===== src/rtl/alu_rs.sv =====
// ALU reservation station: buffers dispatched ops until both operands are ready,
// captures operands from the writeback broadcast, and issues the oldest ready op.
module alu_rs #(
    parameter int DEPTH  = 4,
    parameter int PREG_W = 6,
    parameter int ROB_W  = 6
) (
    input  logic              clock,
    input  logic              reset_n,
    input  logic              flush,
    input  logic              enq_valid,
    output logic              enq_ready,
    input  logic [10:0]       enq_alu_type,
    input  logic              enq_is_word,
    input  logic              enq_is_unsigned,
    input  logic              enq_is_imm,
    input  logic [63:0]       enq_imm,
    input  logic [47:0]       enq_pc,
    input  logic [PREG_W-1:0] enq_prs1,
    input  logic [PREG_W-1:0] enq_prs2,
    input  logic              enq_src1_rdy,
    input  logic              enq_src2_rdy,
    input  logic [63:0]       enq_src1,
    input  logic [63:0]       enq_src2,
    input  logic [PREG_W-1:0] enq_prd,
    input  logic [ROB_W-1:0]  enq_robidx,
    input  logic              wb_valid,
    input  logic [PREG_W-1:0] wb_prd,
    input  logic [63:0]       wb_data,
    output logic              iss_valid,
    input  logic              iss_ready,
    output logic [10:0]       iss_alu_type,
    output logic              iss_is_word,
    output logic              iss_is_unsigned,
    output logic              iss_is_imm,
    output logic [63:0]       iss_src1,
    output logic [63:0]       iss_src2,
    output logic [63:0]       iss_imm,
    output logic [47:0]       iss_pc,
    output logic [PREG_W-1:0] iss_prd,
    output logic [ROB_W-1:0]  iss_robidx
);
    localparam int IDX_W = (DEPTH > 1) ? $clog2(DEPTH) : 1;

    logic [DEPTH-1:0]  valid_r;
    logic [DEPTH-1:0]  rdy1_r;
    logic [DEPTH-1:0]  rdy2_r;
    // older_r[i][j] set means entry i was enqueued before entry j
    logic [DEPTH-1:0]  older_r    [DEPTH];
    logic [10:0]       alu_type_r [DEPTH];
    logic              is_word_r  [DEPTH];
    logic              is_uns_r   [DEPTH];
    logic              is_imm_r   [DEPTH];
    logic [63:0]       imm_r      [DEPTH];
    logic [47:0]       pc_r       [DEPTH];
    logic [PREG_W-1:0] prs1_r     [DEPTH];
    logic [PREG_W-1:0] prs2_r     [DEPTH];
    logic [63:0]       src1_r     [DEPTH];
    logic [63:0]       src2_r     [DEPTH];
    logic [PREG_W-1:0] prd_r      [DEPTH];
    logic [ROB_W-1:0]  robidx_r   [DEPTH];

    logic [DEPTH-1:0]  eligible_s;
    logic [DEPTH-1:0]  blocked_s;
    logic [IDX_W-1:0]  sel_idx_s;
    logic [IDX_W-1:0]  free_idx_s;
    logic              free_found_s;
    logic              iss_valid_s;
    logic              enq_ready_s;
    logic              iss_fire_s;
    logic              enq_fire_s;
    logic              enq_wake1_s;
    logic              enq_wake2_s;

    assign enq_ready_s = ~(&valid_r);
    assign enq_ready   = enq_ready_s;
    assign iss_valid   = iss_valid_s;
    assign iss_fire_s  = iss_valid_s & iss_ready;
    assign enq_fire_s  = enq_valid & enq_ready_s;
    assign enq_wake1_s = wb_valid & ~enq_src1_rdy & (enq_prs1 == wb_prd);
    assign enq_wake2_s = wb_valid & ~enq_src2_rdy & (enq_prs2 == wb_prd);

    // Lowest-numbered empty slot receives the next dispatched op.
    always_comb begin
        free_idx_s   = '0;
        free_found_s = 1'b0;
        for (int i = 0; i < DEPTH; i++) begin
            if (!valid_r[i] && !free_found_s) begin
                free_idx_s   = IDX_W'(i);
                free_found_s = 1'b1;
            end else begin
                free_found_s = free_found_s;
            end
        end
    end

    // Oldest eligible entry: eligible and no other eligible entry is older.
    always_comb begin
        eligible_s  = valid_r & rdy1_r & rdy2_r;
        blocked_s   = '0;
        sel_idx_s   = '0;
        iss_valid_s = |eligible_s;
        for (int i = 0; i < DEPTH; i++) begin
            for (int j = 0; j < DEPTH; j++) begin
                blocked_s[i] = blocked_s[i] | (eligible_s[j] & older_r[j][i]);
            end
        end
        for (int i = 0; i < DEPTH; i++) begin
            if (eligible_s[i] && !blocked_s[i]) begin
                sel_idx_s = IDX_W'(i);
            end else begin
                sel_idx_s = sel_idx_s;
            end
        end
    end

    assign iss_alu_type    = iss_valid_s ? alu_type_r[sel_idx_s] : 11'd0;
    assign iss_is_word     = iss_valid_s ? is_word_r[sel_idx_s]  : 1'b0;
    assign iss_is_unsigned = iss_valid_s ? is_uns_r[sel_idx_s]   : 1'b0;
    assign iss_is_imm      = iss_valid_s ? is_imm_r[sel_idx_s]   : 1'b0;
    assign iss_src1        = iss_valid_s ? src1_r[sel_idx_s]     : 64'd0;
    assign iss_src2        = iss_valid_s ? src2_r[sel_idx_s]     : 64'd0;
    assign iss_imm         = iss_valid_s ? imm_r[sel_idx_s]      : 64'd0;
    assign iss_pc          = iss_valid_s ? pc_r[sel_idx_s]       : 48'd0;
    assign iss_prd         = iss_valid_s ? prd_r[sel_idx_s]      : {PREG_W{1'b0}};
    assign iss_robidx      = iss_valid_s ? robidx_r[sel_idx_s]   : {ROB_W{1'b0}};

    // Entry state update: reset/flush win, otherwise wakeup, issue-free and enqueue.
    always_ff @(posedge clock) begin
        if (!reset_n || flush) begin
            valid_r <= '0;
            for (int i = 0; i < DEPTH; i++) begin
                older_r[i] <= '0;
            end
        end else begin
            for (int i = 0; i < DEPTH; i++) begin
                if (valid_r[i] && wb_valid && !rdy1_r[i] && (prs1_r[i] == wb_prd)) begin
                    rdy1_r[i] <= 1'b1;
                    src1_r[i] <= wb_data;
                end
                if (valid_r[i] && wb_valid && !rdy2_r[i] && (prs2_r[i] == wb_prd)) begin
                    rdy2_r[i] <= 1'b1;
                    src2_r[i] <= wb_data;
                end
            end
            if (iss_fire_s) begin
                valid_r[sel_idx_s] <= 1'b0;
            end
            // A free slot is never the issuing slot, so these writes do not collide.
            if (enq_fire_s) begin
                valid_r[free_idx_s]    <= 1'b1;
                alu_type_r[free_idx_s] <= enq_alu_type;
                is_word_r[free_idx_s]  <= enq_is_word;
                is_uns_r[free_idx_s]   <= enq_is_unsigned;
                is_imm_r[free_idx_s]   <= enq_is_imm;
                imm_r[free_idx_s]      <= enq_imm;
                pc_r[free_idx_s]       <= enq_pc;
                prs1_r[free_idx_s]     <= enq_prs1;
                prs2_r[free_idx_s]     <= enq_prs2;
                rdy1_r[free_idx_s]     <= enq_src1_rdy | enq_wake1_s;
                rdy2_r[free_idx_s]     <= enq_src2_rdy | enq_wake2_s;
                src1_r[free_idx_s]     <= enq_wake1_s ? wb_data : enq_src1;
                src2_r[free_idx_s]     <= enq_wake2_s ? wb_data : enq_src2;
                prd_r[free_idx_s]      <= enq_prd;
                robidx_r[free_idx_s]   <= enq_robidx;
                older_r[free_idx_s]    <= '0;
                for (int j = 0; j < DEPTH; j++) begin
                    older_r[j][free_idx_s] <= valid_r[j];
                end
            end
        end
    end
endmodule


===== config.mk =====
export PLATFORM = sky130hd
export DESIGN_NAME = alu_rs
export DESIGN_NICKNAME = d
export VERILOG_FILES = /design/src/rtl/alu_rs.sv
export SDC_FILE = /design/constraint.sdc
export NUM_CORES = 2
export LEC_CHECK = 0
export BUFFER_PORTS_ARGS = -buffer_cell sky130_fd_sc_hd__buf_4
export CELL_PAD_IN_SITES_DETAIL_PLACEMENT = 0
export CELL_PAD_IN_SITES_GLOBAL_PLACEMENT = 1
export CORE_MARGIN = 5
export CORE_UTILIZATION = 44
export CTS_CLUSTER_DIAMETER = 60
export DETAILED_ROUTE_END_ITERATION = 8
export MAX_ROUTING_LAYER = met4
export PLACE_DENSITY_LB_ADDON = 0.12
export SETUP_SLACK_MARGIN = 0.05
export SKIP_LAST_GASP = 1
export SLEW_MARGIN = 20
export SYNTH_ARGS = -nofsm -noshare
export SYNTH_HDL_FRONTEND = slang
export SYNTH_SLANG_ARGS = --single-unit

===== constraint.sdc =====
create_clock -name clock -period 10.8 [get_ports clock]
set_input_delay 1.08 -clock clock [delete_from_list [all_inputs] [get_ports clock]]
set_output_delay 1.08 -clock clock [all_outputs]
set_load 0.05 [all_outputs]

# ---- Yosys cells after proc, flatten, opt, wreduce, memory -nomap -nowiden
# Memories as Yosys holds them, arrays and structs flattened.
# Index checks and enable logic that the tools add are counted.
# W data, S select, Z words.
dict set report word_totals {
  word_cells 277
  n_memories 13
  register_bits 12
  output_inout_bits 268
  mem_bits_rw 1128
  in_bits 356
}
dict set report op_classes {
  n_reduce_logical 48
  n_lt_le_gt_ge 4
  mux 94
  bitwise_logic 101
  n_eq_ne 14
}
# memory words width read_ports rd_ports_with_merged_regs write_ports line
set memory_table {}
lappend memory_table {imm_r 4 64 1 0 1 54} ;# logic [63:0] imm_r [DEPTH];
lappend memory_table {src1_r 4 64 1 0 5 58} ;# logic [63:0] src1_r [DEPTH];
lappend memory_table {src2_r 4 64 1 0 5 59} ;# logic [63:0] src2_r [DEPTH];
lappend memory_table {pc_r 4 48 1 0 1 55} ;# logic [47:0] pc_r [DEPTH];
lappend memory_table {alu_type_r 4 11 1 0 1 50} ;# logic [10:0] alu_type_r [DEPTH];
lappend memory_table {prd_r 4 6 1 0 1 60} ;# logic [PREG_W-1:0] prd_r [DEPTH];
lappend memory_table {{+7 memories} -- -- -- -- -- --}
# cell count
set ops {}
lappend ops {{$mux W64} 5}
lappend ops {{$mux W1} 71}
lappend ops {{$eq A6 B6 Y1} 10}
lappend ops {{$and A1 B1 Y1} 50}
lappend ops {{$mux W48} 1}
lappend ops {{$logic_and A1 B1 Y1} 28}
lappend ops {{$or A1 B1 Y1} 27}
lappend ops {{$mux W4} 6}
lappend ops {{$not A1 Y1} 19}
lappend ops {{$logic_not A1 Y1} 17}
lappend ops {{$and A4 B4 Y4} 3}
lappend ops {{$mux W6} 2}
lappend ops {{$mux W11} 1}
lappend ops {{$bwmux W4} 2}
lappend ops {{$eq A2 B2 Y1 const B} 4}
lappend ops {{$mux W2} 4}
lappend ops {{$lt A2 B3 Y1 const B} 2}
lappend ops {{$demux W1 S2} 2}
lappend ops {{$ge A2 B1 Y1 const B} 2}
lappend ops {{$not A4 Y4} 1}
lappend ops {{$or A4 B4 Y4} 1}
lappend ops {{$reduce_and A4 Y1} 1}
lappend ops {{$reduce_or A4 Y1} 1}
lappend ops {{$logic_or A1 B1 Y1} 1}

# ---- Depth between registers and ports, before layout
dict set report logic_depth {
  depth_word 21
  depth_mapped 9
  ltp_nobuf 6
}

# ---- Worst setup path before layout
# No wires, ideal clock.
dict set report synth_path {
  kind {input port to flip-flop}
  startpoint {input port flush}
  endpoint {memory src2_r[1][10], data pin}
  slack_ns 0.508
  arrival_ns 10.032
  required_ns 10.540
  setup_ns 0.260
  cell_stages 6
  cell_sequence {nand2b_1 -> buf_1 -> nor2_1 -> nand2_1 -> buf_2 -> mux2_2}
}
# element line
set synth_lines {}
lappend synth_lines {{start: declaration} 10} ;# input logic flush,
lappend synth_lines {{end: declaration} 59}

# ---- Worst setup path after layout
dict set report layout_path {
  startpoint {register valid_r[1]}
  endpoint {output port iss_src2[63]}
}
dict set report layout_between {
  elab_chain_len 13
}
# element line
set layout_lines {}
lappend layout_lines {{start: declaration} 45} ;# logic [DEPTH-1:0] valid_r;
lappend layout_lines {{start signal: assignment} 131} ;# valid_r <= '0;
lappend layout_lines {{start signal: indexed assignment} 147} ;# valid_r[sel_idx_s] <= 1'b0;
lappend layout_lines {{start signal: indexed assignment} 151} ;# valid_r[free_idx_s] <= 1'b1;
lappend layout_lines {{$and A4 B4 Y4 * (2 in series)} 99} ;# eligible_s = valid_r & rdy1_r & rdy2_r;
lappend layout_lines {{$and A1 B1 Y1} 105} ;# blocked_s[i] = blocked_s[i] | (eligible_s[j] & older_r[j][i]);
lappend layout_lines {{$or A1 B1 Y1 (3 in series)} 105}
lappend layout_lines {{$logic_not A1 Y1} 109} ;# if (eligible_s[i] && !blocked_s[i]) begin
lappend layout_lines {{$logic_and A1 B1 Y1} 109}
lappend layout_lines {{$mux W1} 109}
lappend layout_lines {{$mux W2 (2 in series)} 109}
lappend layout_lines {{$mem_v2 Z4 W64} --}
lappend layout_lines {{$mux W64 *} 122} ;# assign iss_src2 = iss_valid_s ? src2_r[sel_idx_s] : 64'd0;
lappend layout_lines {{end: declaration} 37} ;# output logic [63:0] iss_src2,
# Every way passes the cells marked *; elsewhere a longest branch is shown, timed or not.

==> impl_metrics.yaml <==
job:
  drv_cap: 0
place:
  place_hpwl_mm: 84.35
  place.gp.congestion: 0.8023
  placement.io_buffers: 623
  dp_cells: 4717
clocking:
  cts_tree: "built"
  cts_num_sinks: 1136
  cts-root-buf: "clkbuf_16"
  ctsResizeCount: 0
  hold_buffers: 0
  cts_made_buffers: 130
  cts_buffer_depth: 3
  htreeDepth: 4
  postCtsSetupBuffers: 0
  clk_latency_ns: 0.73
  clkTransAtPathRegs_ns: 0.05
detailed_routing:
  drcViolationCount: 0
  routed_via_density: 5.880
  drt_wl_total_mm: 144.0
  vias: 29300
  post_drt_wl_per_cell_um: 28.90
  postRouteAntennaNets: 0
  first_pass_iters: 7
  drt-initial-drc-count: 2414
power_and_ir_drop:
  seqPwrFrac_pct: 51.2
  p_sw_mw: 1.994
  p_per_area_nw_per_um2: 166.2
  combPwrFrac_pct: 5.0
  static-leakage-power_nw: 19.78
  clkPwrFrac_pct: 43.8
  ir_drop_mv: 0.1107
  p_sw_share_pct: 20.82
  total_power_mw: 9.580
  cellInternalPower_mw: 7.586
die:
  die_height_um: 338.9
  dieArea_um2: 114800
  rows: 120
  core-area_um2: 107200
  die_w_um: 338.9
  initial_core_util_pct: 44.39
  ios: 624
sta:
  fin_hold_ws_ns: 0.4767
  slew_violations: 0
  worst_pin_slew_ns: 1.182
  grt_setup_unrepaired: "false"
  fmax_mhz: 152.4
  min_period_ns: 6.561
  min_period_over_period_pct: 60.75
  slew_headroom_pct: 21.21
  finalSetupViolations: 0
  tns_ns: 0
  timing_hold_violations_final: 0
  final.setup_skew_ns: 0.02906
worst_setup_path:
  cp_cell_sequence: "nand3_1 > o2111a_4 > buf_12 > nor3b_4 > buf_4 > buf_4 > a22oi_1 > a21oi_1 > buf_4"
  crit_required_ns: 9.72
  critical_path_class: "register to primary output"
  arrival_ns: 5.48
  critPathTopFamily: "buffers and inverters"
  crit_path_end_kind: "primary output"
  slowest_delay_ns: 0.95
  cp_num_buf_inv: 4
  cp_max_fo: 155
  crit_slowest_cell: "buf_4"
  startpoint_type: "register"
  crit_top_cell: "buf_4"
logic_synthesis:
  synth_compound_area_share_pct: 11.53
  synth_top_area_share_pct: 70.67
  synth_flop_cell: "edfxtp_1"
  ys_warn_count: 0
  synth.net_count: 3214
  synth_area_leaders: "edfxtp_1, mux2_2, a22oi_1"
  synth_top_cell_by_area: "edfxtp_1"
  synth_top_family_by_area: "multiplexers"
  synth_edf_count: 1120
  netlist_area_um2: 47590
  ys_seq_area_share_pct: 71.35
  async_reset_ff_share_pct: 0
  synthXorXnorAreaFrac_pct: 1.104
  yosysUniqueCellTypes: 46
  synth_cells: 2858
  synthSimpleGateAreaFrac_pct: 1.386
  ys_seq_elements: 1136
  yosys.area_share.adder_pct: 0
  avgSynthCellArea_um2: 16.65
  muxShareOfSynthArea_pct: 12.18
global_routing:
  grt_pass1_vias: 30140
  gr-total-overflow: 0
  grt_util_all_layers_pct: 24.95
  grt_max_degree: 156
  antenna_found_initial: 31
  grt_pass1_wl_mm: 207.1
finish:
  stdcell_count: 4983
  layout_commonest_cell: "edfxtp_1"
  area_growth_pct: 21.12
  finish.utilization_pct: 53.77
  final_cell_mix: "edfxtp_1, buf_4, a22oi_1, mux2_2, a21oi_1"
  finalNetCount: 3804
  drive_above_1_share_pct: 38.96
min_path:
  hold_class: "register to register"
outcome:
  status: "completed"
-- state kept, by name, indices dropped and copies added, names as in the netlist --
name	count
imm_r	256
src1_r	256
src2_r	256
pc_r	192
alu_type_r	44
prd_r	24
prs1_r	24
prs2_r	24
robidx_r	24
older_r	12
is_imm_r	4
is_uns_r	4
is_word_r	4
rdy1_r	4
rdy2_r	4
valid_r	4
-- synth_stat cells, types with 4 or more instances --
cell and n:
nand4_1 16, nor3b_1 6, a22oi_1 532, a21oi_1 281, xnor2_1 25, xor2_1 35
dfxtp_1 16, nand3_1 7, buf_4 8, clkbuf_1 59, nand2b_1 4, buf_1 8
nor3_1 17, buf_6 26, edfxtp_1 1120, nor2_1 17, nor4_1 4, nand2_1 10
buf_2 110, mux2_1 5, inv_1 4, mux2_2 507
-- logic make-up (layout without fill, tap and decap cells) --
group / Yosys count / in the layout
DFF: 1136 / 1136
buffers and inverters: 215 / 904
AOI/OAI and AO/OA: 824 / 824
xor gates and xnor gates: 60 / 60
and+or+nand+nor: 108 / 108
other: 0 / 33
muxes: 515 / 515
-- routing by layer --
| layer | up-vias | part of all wire, % | GRT usage [%] |
|---|---|---|---|
| li1 | 12900 | - | - |
| met1 | 15080 | 40 | 32.08 |
| met3 | 182 | 7.7 | 5.683 |
| met4 | 0 | 2.2 | 7.203 |
| met2 | 1144 | 50 | 40.10 |
| met5 | - | 0 | - |
-- power groups by stage --
stage,logic (mW),registers [mW],clock network (mW)
floorplan,0.234,5.00,0
global placement,0.458,5.00,0
detailed placement,0.478,5.00,0
CTS,0.481,4.91,4.29
global route,0.512,4.91,4.48
finish,0.478,4.91,4.19
-- per-stage QoR --
stage          setup slack [ns]  instance area [um^2]
5_1_grt                   3.880                 57630
4_1_cts                   4.008                 57510
3_3_place_gp              4.874                 53430
6_report                  4.239                 57640
3_5_place_dp              4.828                 53430
2_1_floorplan            0.5082                 47590
-- final timing paths --
path                                                 start                    endpoint  slack [ns]  depth (start not counted)
worst max-delay path                 valid_r[1]$_SDFF_PN0_                iss_src2[63]        4.24                          9
worst min-delay path            older_r[1][1]$_SDFFE_PP0P_  older_r[1][1]$_SDFFE_PP0P_        0.48                          1
worst max register to register       valid_r[0]$_SDFF_PN0_      imm_r[1][41]$_DFFE_PP_        6.85                          5
worst min register to register  older_r[1][1]$_SDFFE_PP0P_  older_r[1][1]$_SDFFE_PP0P_        0.48                          1
-- layout make-up --
| class | count | area [um^2] |
|---|---|---|
| Fill cell | 8718 | 49560 |
| Sequential cell | 1136 | 33950 |
| Multi-Input combinational cell | 1507 | 12640 |
| Timing Repair Buffer | 669 | 5105 |
| Clock buffer | 162 | 3468 |
| Tap cell | 1403 | 1755 |
| Clock inverter | 69 | 615.6 |
| Antenna cell | 33 | 82.58 |
| Inverter | 4 | 15.01 |
Note: power is estimated with default switching activity, not from simulation.
